--- config.mk ---
export PLATFORM = sky130hd
export DESIGN_NAME = mem_copy_dma
export DESIGN_NICKNAME = d
export VERILOG_FILES = /design/src/rtl/mem_copy_dma.sv
export SDC_FILE = /design/constraint.sdc
export NUM_CORES = 1
export LEC_CHECK = 0
export ABC_CLOCK_PERIOD_IN_PS = 4600
export CAP_MARGIN = 30
export CORE_ASPECT_RATIO = 0.75
export CORE_MARGIN = 2
export CORE_UTILIZATION = 58
export DETAILED_ROUTE_END_ITERATION = 10
export PLACE_DENSITY_LB_ADDON = 0.3
export SYNTH_ARGS = -nofsm -noshare
export SYNTH_HDL_FRONTEND = slang
export SYNTH_SLANG_ARGS = --single-unit
--- constraint.sdc ---
create_clock -name clk -period 4.6 [get_ports clk]
set_input_delay 0.69 -clock clk [delete_from_list [all_inputs] [get_ports clk]]
set_output_delay 0.69 -clock clk [all_outputs]
set_load 0.02 [all_outputs]
--- src/rtl/mem_copy_dma.sv ---
// mem_copy_dma
//   Data-port initiator that copies len 32-bit words from src_addr to dst_addr
//   by issuing alternating read (MOE) and write (MWR) cycles, ascending order.
//   Requests that are misaligned or run past MEM_WORDS are rejected with err.
// Ports:
//   clk, n_rst              clock, asynchronous active-low reset
//   start                   request, sampled only while idle
//   src_addr, dst_addr      word-aligned byte addresses
//   len                     word count (0 allowed)
//   MA, MWD, MWR, MOE       memory address / write data / write / read enables
//   MRD                     memory read data (valid in the MOE cycle)
//   busy, done, err         in-progress flag, completion pulse, rejection pulse
module mem_copy_dma #(
  parameter int unsigned MEM_WORDS = 32,
  parameter int unsigned LEN_W     = 6
) (
  input  logic             clk,
  input  logic             n_rst,
  input  logic             start,
  input  logic [31:0]      src_addr,
  input  logic [31:0]      dst_addr,
  input  logic [LEN_W-1:0] len,
  output logic [31:0]      MA,
  output logic [31:0]      MWD,
  output logic             MWR,
  output logic             MOE,
  input  logic [31:0]      MRD,
  output logic             busy,
  output logic             done,
  output logic             err
);

  typedef enum logic [1:0] {
    S_IDLE,
    S_READ,
    S_WRITE,
    S_DONE
  } state_t;

  state_t           r_state;
  logic [31:0]      r_src;
  logic [31:0]      r_dst;
  logic [LEN_W-1:0] r_len;
  logic [LEN_W-1:0] r_i;

  logic [32:0]      w_src_end;
  logic [32:0]      w_dst_end;
  logic             w_ok;
  logic [LEN_W-1:0] w_i_nxt;
  logic             w_last;

  // 33-bit sums so a huge address cannot wrap back into range
  assign w_src_end = {3'b000, src_addr[31:2]} + 33'(len);
  assign w_dst_end = {3'b000, dst_addr[31:2]} + 33'(len);
  assign w_ok      = (src_addr[1:0] == 2'b00) && (dst_addr[1:0] == 2'b00) &&
                     (w_src_end <= 33'(MEM_WORDS)) && (w_dst_end <= 33'(MEM_WORDS));
  assign w_i_nxt   = r_i + LEN_W'(1);
  assign w_last    = (r_i == r_len - LEN_W'(1));

  // Outputs are loaded with the values belonging to the state being entered,
  // so every memory-side signal comes straight from a flop.
  // MWD doubles as the data register: it captures MRD on the READ edge and
  // holds it through WRITE.
  always_ff @(posedge clk or negedge n_rst) begin
    if (!n_rst) begin
      r_state <= S_IDLE;
      r_src   <= '0;
      r_dst   <= '0;
      r_len   <= '0;
      r_i     <= '0;
      MA      <= '0;
      MWD     <= '0;
      MWR     <= 1'b0;
      MOE     <= 1'b0;
      busy    <= 1'b0;
      done    <= 1'b0;
      err     <= 1'b0;
    end else begin
      done <= 1'b0;
      err  <= 1'b0;
      unique case (r_state)
        S_IDLE: begin
          if (start) begin
            if (!w_ok) begin
              err <= 1'b1;
            end else begin
              r_src <= src_addr;
              r_dst <= dst_addr;
              r_len <= len;
              r_i   <= '0;
              if (len == '0) begin
                done    <= 1'b1;
                r_state <= S_DONE;
              end else begin
                MA      <= src_addr;
                MOE     <= 1'b1;
                busy    <= 1'b1;
                r_state <= S_READ;
              end
            end
          end
        end
        S_READ: begin
          MWD     <= MRD;
          MA      <= r_dst + (32'(r_i) << 2);
          MOE     <= 1'b0;
          MWR     <= 1'b1;
          r_state <= S_WRITE;
        end
        S_WRITE: begin
          MWR <= 1'b0;
          MWD <= '0;
          if (w_last) begin
            MA      <= '0;
            busy    <= 1'b0;
            done    <= 1'b1;
            r_state <= S_DONE;
          end else begin
            r_i     <= w_i_nxt;
            MA      <= r_src + (32'(w_i_nxt) << 2);
            MOE     <= 1'b1;
            r_state <= S_READ;
          end
        end
        S_DONE: begin
          r_state <= S_IDLE;
        end
        default: begin
          r_state <= S_IDLE;
        end
      endcase
    end
  end

endmodule

==> results.py, run 1 <==
metrics = {
    "worst_setup_path": {
        "regToRegSetupSlack_ns": 0.99,
        "required_ns": 4.91,
        "reg2reg_depth": 12,
        "cp.arrival_ns": 4.64,
        "reg2reg_from": "r_i[2]",
        "start_kind": "primary input",
        "crit_type": "in -> reg",
        "crit_path_end_kind": "flip-flop",
        "cp-startpoint": "len[1]",
        "crit_path_end": "MA[13]",
        "cp_max_fo": 24,
        "regToRegEndpoint": "MA[31]",
    },
    "pwr": {
        "powerDensity_mw_per_mm2": 249,
        "p_leak_nw": 5.71,
        "power.total_w": 0.00312,
        "vdd_ir_drop_max_v": 0.000229,
    },
    "floorplan": {
        "die_w_um": 153,
        "start_util": 0.597,
        "dieArea_mm2": 0.0177,
        "die_h_um": 116,
        "rows": 40,
        "core_area_mm2": 0.0162,
        "io_pins": 174,
    },
    "drt": {
        "routed_wirelength_mm": 29.5,
        "avgViaCountPerCell": 6.37,
        "num_vias": 9188,
        "drc_errors": 0,
        "drtPass1Iterations": 6,
        "first_iter_violations": 990,
        "wl_per_cell_um": 20.4,
        "ant_nets": 0,
    },
    "cts": {
        "clockBufferDepth": 2,
        "root_buffer": "clkbuf_16",
        "tritoncts": "done",
        "h-tree-depth": 4,
        "cts_repair_resize_count": 0,
        "cts.reportedPaths.clkPinSlew_ns": 0.06,
        "clkLatencyLatePin_ns": 0.43,
        "hold_buffers": 0,
        "cts.sinks": 147,
        "cts_setup_buffers": 0,
        "cts_buffers": 17,
    },
    "hold_path": {
        "hold_path_class": "in -> async",
    },
    "yosys": {
        "synth_area_mm2": 0.00965,
        "synth_nets": 1145,
        "synthArstFlopShare": 1.00,
        "yosysUniqueCellTypes": 75,
        "ys_warn_count": 0,
        "ys.flop_type": "dfrtp_1",
        "synth_top_cell_by_area": "dfrtp_1",
        "synth.top_cells.by_count": "dfrtp_1 (147), nor2_1 (90), and2_1 (60)",
        "seq_area_frac_synth": 0.381,
        "synth_top_area_share": 0.381,
        "synth_edf_count": 0,
        "synth.most_common_cell": "dfrtp_1",
        "syn_area_per_cell_um2": 9.60,
        "ys_ff_latch": 147,
        "synthCells": 1005,
        "ys_top_cells_by_area": "dfrtp_1 (38%), xnor2_1 (5.0%), ha_1 (4.0%), and2_1 (3.9%), mux2_4 (3.7%)",
    },
    "timing": {
        "hold_viol": 0,
        "finalCritPeriodShare": 0.942,
        "timing.hold.ws_ns": 0.263,
        "fmax_ghz": 0.231,
        "grt_setup_unrepaired": "false",
        "tightest_slew_ns": 0.876,
        "skew_ns": 0.0138,
        "slew_violations": 0,
        "maxSlewHeadroom": 0.412,
        "setup_viol": 0,
        "finalCriticalPeriod_ns": 4.33,
    },
    "place": {
        "hpwl_mm": 21.8,
        "portBuffers": 173,
        "gp_congestion": 0.956,
    },
    "final_layout": {
        "layout-drive-gt1-share": 0.132,
        "area_growth_pct": 30.1,
        "diodes": 0,
        "nets": 1361,
        "seqCellArea_mm2": 0.00368,
        "fillCellCount": 1135,
        "multiInputGateArea_mm2": 0.00565,
    },
    "grt": {
        "grt_antenna_before_repair": 0,
        "grt_max_degree": 72,
        "grt_pass1_vias": 8843,
        "grtUsageTotal": 0.338,
        "overflow": 0,
        "grt_pass1_wl_mm": 47.2,
    },
    "flow_run": {
        "drv_cap": 0,
    },
    "status": {
        "status": "finished, final reports clean",
    },
}
## worst min path at each step
stage	cells after the start	from	slack [ns]	endpoint
after floorplan	0	n_rst	0.39	MA[0]
after global placement	1	r_dst[0]	0.47	r_dst[0]
after detailed placement	1	r_src[1]	0.48	r_src[1]
after CTS	1	n_rst	0.28	MA[4]
after global routing	1	n_rst	0.32	MA[4]
final	1	n_rst	0.26	MA[9]
## worst max-delay path, cell delays in order
cell and delay, ns:
clkdlybuf4s50_1 0.55, ha_1 0.37, a211oi_1 0.12, nor3_2 0.50, o21ai_0 0.25, nor4b_1 0.33
a211oi_1 0.15, or4b_1 0.60, nand4bb_4 0.26, mux2_4 0.29, buf_12 0.18, mux2_4 0.31
## power by group
| group | internal [W] | switching (W) |
|---|---|---|
| registers | 0.00130 | 0.00000743 |
| logic | 0.000213 | 0.000225 |
| clock network | 0.000762 | 0.000611 |
## sequential cells by signal (all words and copies together) (netlist names), 2 cells and up
signal and count:
r_dst 32, r_i 6, r_len 6, MA 32, r_state 2, r_src 32, MWD 32
## cells in the final DEF (no fill, tap or decap), types with 34 or more instances in the layout
cell	instances
nand2_1	58
clkdlybuf4s50_1	172
nand3_1	36
buf_4	69
a22o_1	35
dfrtp_1	147
nand4_1	34
and2_1	60
xnor2_1	55
o21ai_0	34
nor2_1	89
## layer usage
metal,vias up,share of wire,global-route usage
met1,4483,0.44,0.493
met5,-,0,0
met3,59,0.10,0.0830
li1,4144,-,-
met4,0,0.024,0.0963
met2,502,0.44,0.506
## through the flow
stage | std cells | instance area, um^2 | util | TNS (ns) | setup WS [ns]
after floorplan | 1005 | 9650 | - | 0 | 0.523
after global placement | 1412 | 12000 | 0.741 | -0.849 | -0.0448
after detailed placement | 1412 | 12000 | 0.741 | -4.53 | -0.132
after CTS | 1443 | 12600 | 0.776 | 0 | 0.288
after global routing | 1443 | 12600 | 0.776 | 0 | 0.139
final | 1443 | 12600 | 0.776 | 0 | 0.267
## cell type report
class / count / share of cell area
well taps: 210 / 0.0209
multi-input cells: 781 / 0.450
inverters: 31 / 0.00927
flip-flops and latches: 147 / 0.293
clock inverters: 14 / 0.0117
clock buffers: 17 / 0.0339
repair buffers: 243 / 0.181
## cell families after synthesis
group,synth area share
adder cells (fa/ha/maj),0.0485
XOR/XNOR,0.0708
AND/OR/NAND/NOR,0.225
multiplexers,0.0700
AO/OA/AOI/OAI,0.171
flip-flops,0.381
buffers and inverters,0.0335
(Power assumes the default switching activity.)
==> inputs of run 2 (changes only) <==
--- a/config.mk
+++ b/config.mk
@@ -12,6 +12,7 @@
 export CORE_UTILIZATION = 58
 export DETAILED_ROUTE_END_ITERATION = 10
 export PLACE_DENSITY_LB_ADDON = 0.3
+export SETUP_SLACK_MARGIN = 0.02
 export SYNTH_ARGS = -nofsm -noshare
 export SYNTH_HDL_FRONTEND = slang
 export SYNTH_SLANG_ARGS = --single-unit
==> results of run 2 <==
Final layout, timing and power as in run 1 (identical DEF).
==> inputs of run 3 (changes only) <==
--- a/config.mk
+++ b/config.mk
@@ -11,7 +11,7 @@
 export CORE_MARGIN = 2
 export CORE_UTILIZATION = 58
 export DETAILED_ROUTE_END_ITERATION = 10
-export PLACE_DENSITY_LB_ADDON = 0.3
+export PLACE_DENSITY = 0.9
 export SETUP_SLACK_MARGIN = 0.02
 export SYNTH_ARGS = -nofsm -noshare
 export SYNTH_HDL_FRONTEND = slang
==> run 3 against run 2 <==
Total power grew 2.4%. Sequential power about the same. Maximum frequency fell by 1.1%. First-iteration DRC count grew 7.9%. Worst hold slack worse by 0.12 ns. Largest power group unchanged.
==> results.py, run 3 (synthesis results as in run 1) <==
metrics = {
    "status": {
        "status": "finished, final reports clean",
    },
    "cts": {
        "cts_buffers": 17,
        "h-tree-depth": 4,
        "root_buffer": "clkbuf_16",
        "cts_setup_buffers": 0,
        "clockBufferDepth": 2,
        "clkLatencyLatePin_ns": 0.44,
        "cts.reportedPaths.clkPinSlew_ns": 0.06,
        "cts.sinks": 147,
        "tritoncts": "done",
    },
    "final_layout": {
        "final_common_cell": "clkdlybuf4s50_1",
        "layout-drive-gt1-share": 0.126,
        "finalNonFillerCells": 1436,
        "layout_common_cells": "clkdlybuf4s50_1 (172), dfrtp_1 (147), nor2_1 (89)",
        "diodes": 0,
        "nets": 1353,
        "utilization": 0.777,
        "fillCellCount": 1043,
        "area_growth_pct": 30.1,
        "final_area_mm2": 0.0126,
    },
    "timing": {
        "hold_viol": 0,
        "setup_viol": 0,
        "finalSetupTns_ns": 0,
        "maxSlewHeadroom": 0.414,
        "skew_ns": 0.0124,
        "finalCriticalPeriod_ns": 4.38,
        "finalCritPeriodShare": 0.952,
        "fmax_ghz": 0.228,
        "tightest_slew_ns": 0.877,
        "grt_setup_unrepaired": "false",
        "slew_violations": 0,
        "timing.hold.ws_ns": 0.143,
    },
    "drt": {
        "routed_wirelength_mm": 30.3,
        "wl_per_cell_um": 21.1,
        "num_vias": 9215,
        "ant_nets": 0,
        "first_iter_violations": 1068,
        "avgViaCountPerCell": 6.42,
        "drc_errors": 0,
        "drtPass1Iterations": 6,
    },
    "worst_setup_path": {
        "regToRegEndpoint": "MA[31]",
        "cp_max_fo": 7,
        "reg2reg_from": "r_i[2]",
        "regToRegSetupSlack_ns": 0.97,
        "cp.arrival_ns": 4.70,
        "reg2reg_depth": 12,
        "crit_type": "in -> reg",
        "required_ns": 4.92,
        "start_kind": "primary input",
        "crit_path_end_kind": "flip-flop",
    },
    "floorplan": {
        "start_util": 0.597,
        "io_pins": 174,
        "die_w_um": 153,
        "core_area_mm2": 0.0162,
        "rows": 40,
        "dieArea_mm2": 0.0177,
        "die_h_um": 116,
    },
    "grt": {
        "grtUsageTotal": 0.343,
        "grt_antenna_before_repair": 0,
        "grt_pass1_vias": 9007,
        "overflow": 0,
        "grt_pass1_wl_mm": 47.9,
        "grt_max_degree": 85,
    },
    "place": {
        "portBuffers": 173,
        "dp.cells": 1404,
        "hpwl_mm": 21.7,
        "placed_cell_area_mm2": 0.0119,
        "gp_congestion": 0.982,
    },
    "flow_run": {
        "drv_cap": 0,
    },
    "pwr": {
        "p_leak_nw": 5.72,
        "powerDensity_mw_per_mm2": 255,
        "vdd_ir_drop_max_v": 0.000224,
    },
    "hold_path": {
        "hold_path_class": "in -> async",
    },
}
## run 3: area by class of cell
class / count / area, um^2 / share of cell area
Sequential cell: 147 / 3680 / 0.293
Tap cell: 210 / 263 / 0.0209
Inverter: 31 / 116 / 0.00927
Timing Repair Buffer: 235 / 2230 / 0.178
Multi-Input combinational cell: 781 / 5660 / 0.451
Clock buffer: 19 / 443 / 0.0353
Clock inverter: 13 / 163 / 0.0130
## run 3: stage by stage
stage	power (W)	setup WS, ns
after global placement	0.00175	-0.0166
after floorplan	0.00150	0.523
after CTS	0.00320	0.246
final	0.00320	0.220
after global routing	0.00329	0.0862
after detailed placement	0.00176	-0.164
## run 3: per-layer routing
metal | wire length [um] | up-vias | track usage | share of wire
li1 | - | 4141 | - | -
met5 | 0 | - | 0 | 0
met3 | 2990 | 54 | 0.0834 | 0.099
met2 | 13800 | 513 | 0.540 | 0.46
met4 | 675 | 0 | 0.112 | 0.022
met1 | 12800 | 4507 | 0.474 | 0.42
## run 3: critical path: stages
cell and delay (ns):
clkdlybuf4s50_1 0.48, ha_1 0.25, fa_1 0.39, a211o_1 0.32
a211oi_4 0.27, nor2_1 0.14, o311ai_0 0.49, or4b_1 0.56
nand4bb_4 0.27, mux2_4 0.32, buf_4 0.20, mux2_4 0.31
## run 3: worst max path at each step
| stage | cells after the start | slack [ns] | endpoint | startpoint |
|---|---|---|---|---|
| 2_1_floorplan | 12 | 0.52 | MA[10] | dst_addr[2] |
| 3_3_place_gp | 13 | -0.02 | r_len[5] | src_addr[2] |
| 3_5_place_dp | 12 | -0.16 | MA[3] | len[0] |
| 4_1_cts | 12 | 0.25 | MA[3] | len[0] |
| 5_1_grt | 12 | 0.09 | MA[3] | len[0] |
| 6_report | 12 | 0.22 | MA[7] | len[0] |
## run 3: timing repair
action / CTS / global route
endpoints found under the setup margin: 0 / 1
hold buffers: 0 / 0
gates resized for setup: 0 / 1
hold endpoints to repair: 0 / 0
## run 3: where the power goes
| group | total (W) | internal [W] | switching (W) | leakage, nW |
|---|---|---|---|---|
| Combinational | 0.000432 | 0.000207 | 0.000225 | 3.45 |
| Sequential | 0.00131 | 0.00130 | 0.00000727 | 1.98 |
| Clock | 0.00145 | 0.000835 | 0.000618 | 0.295 |
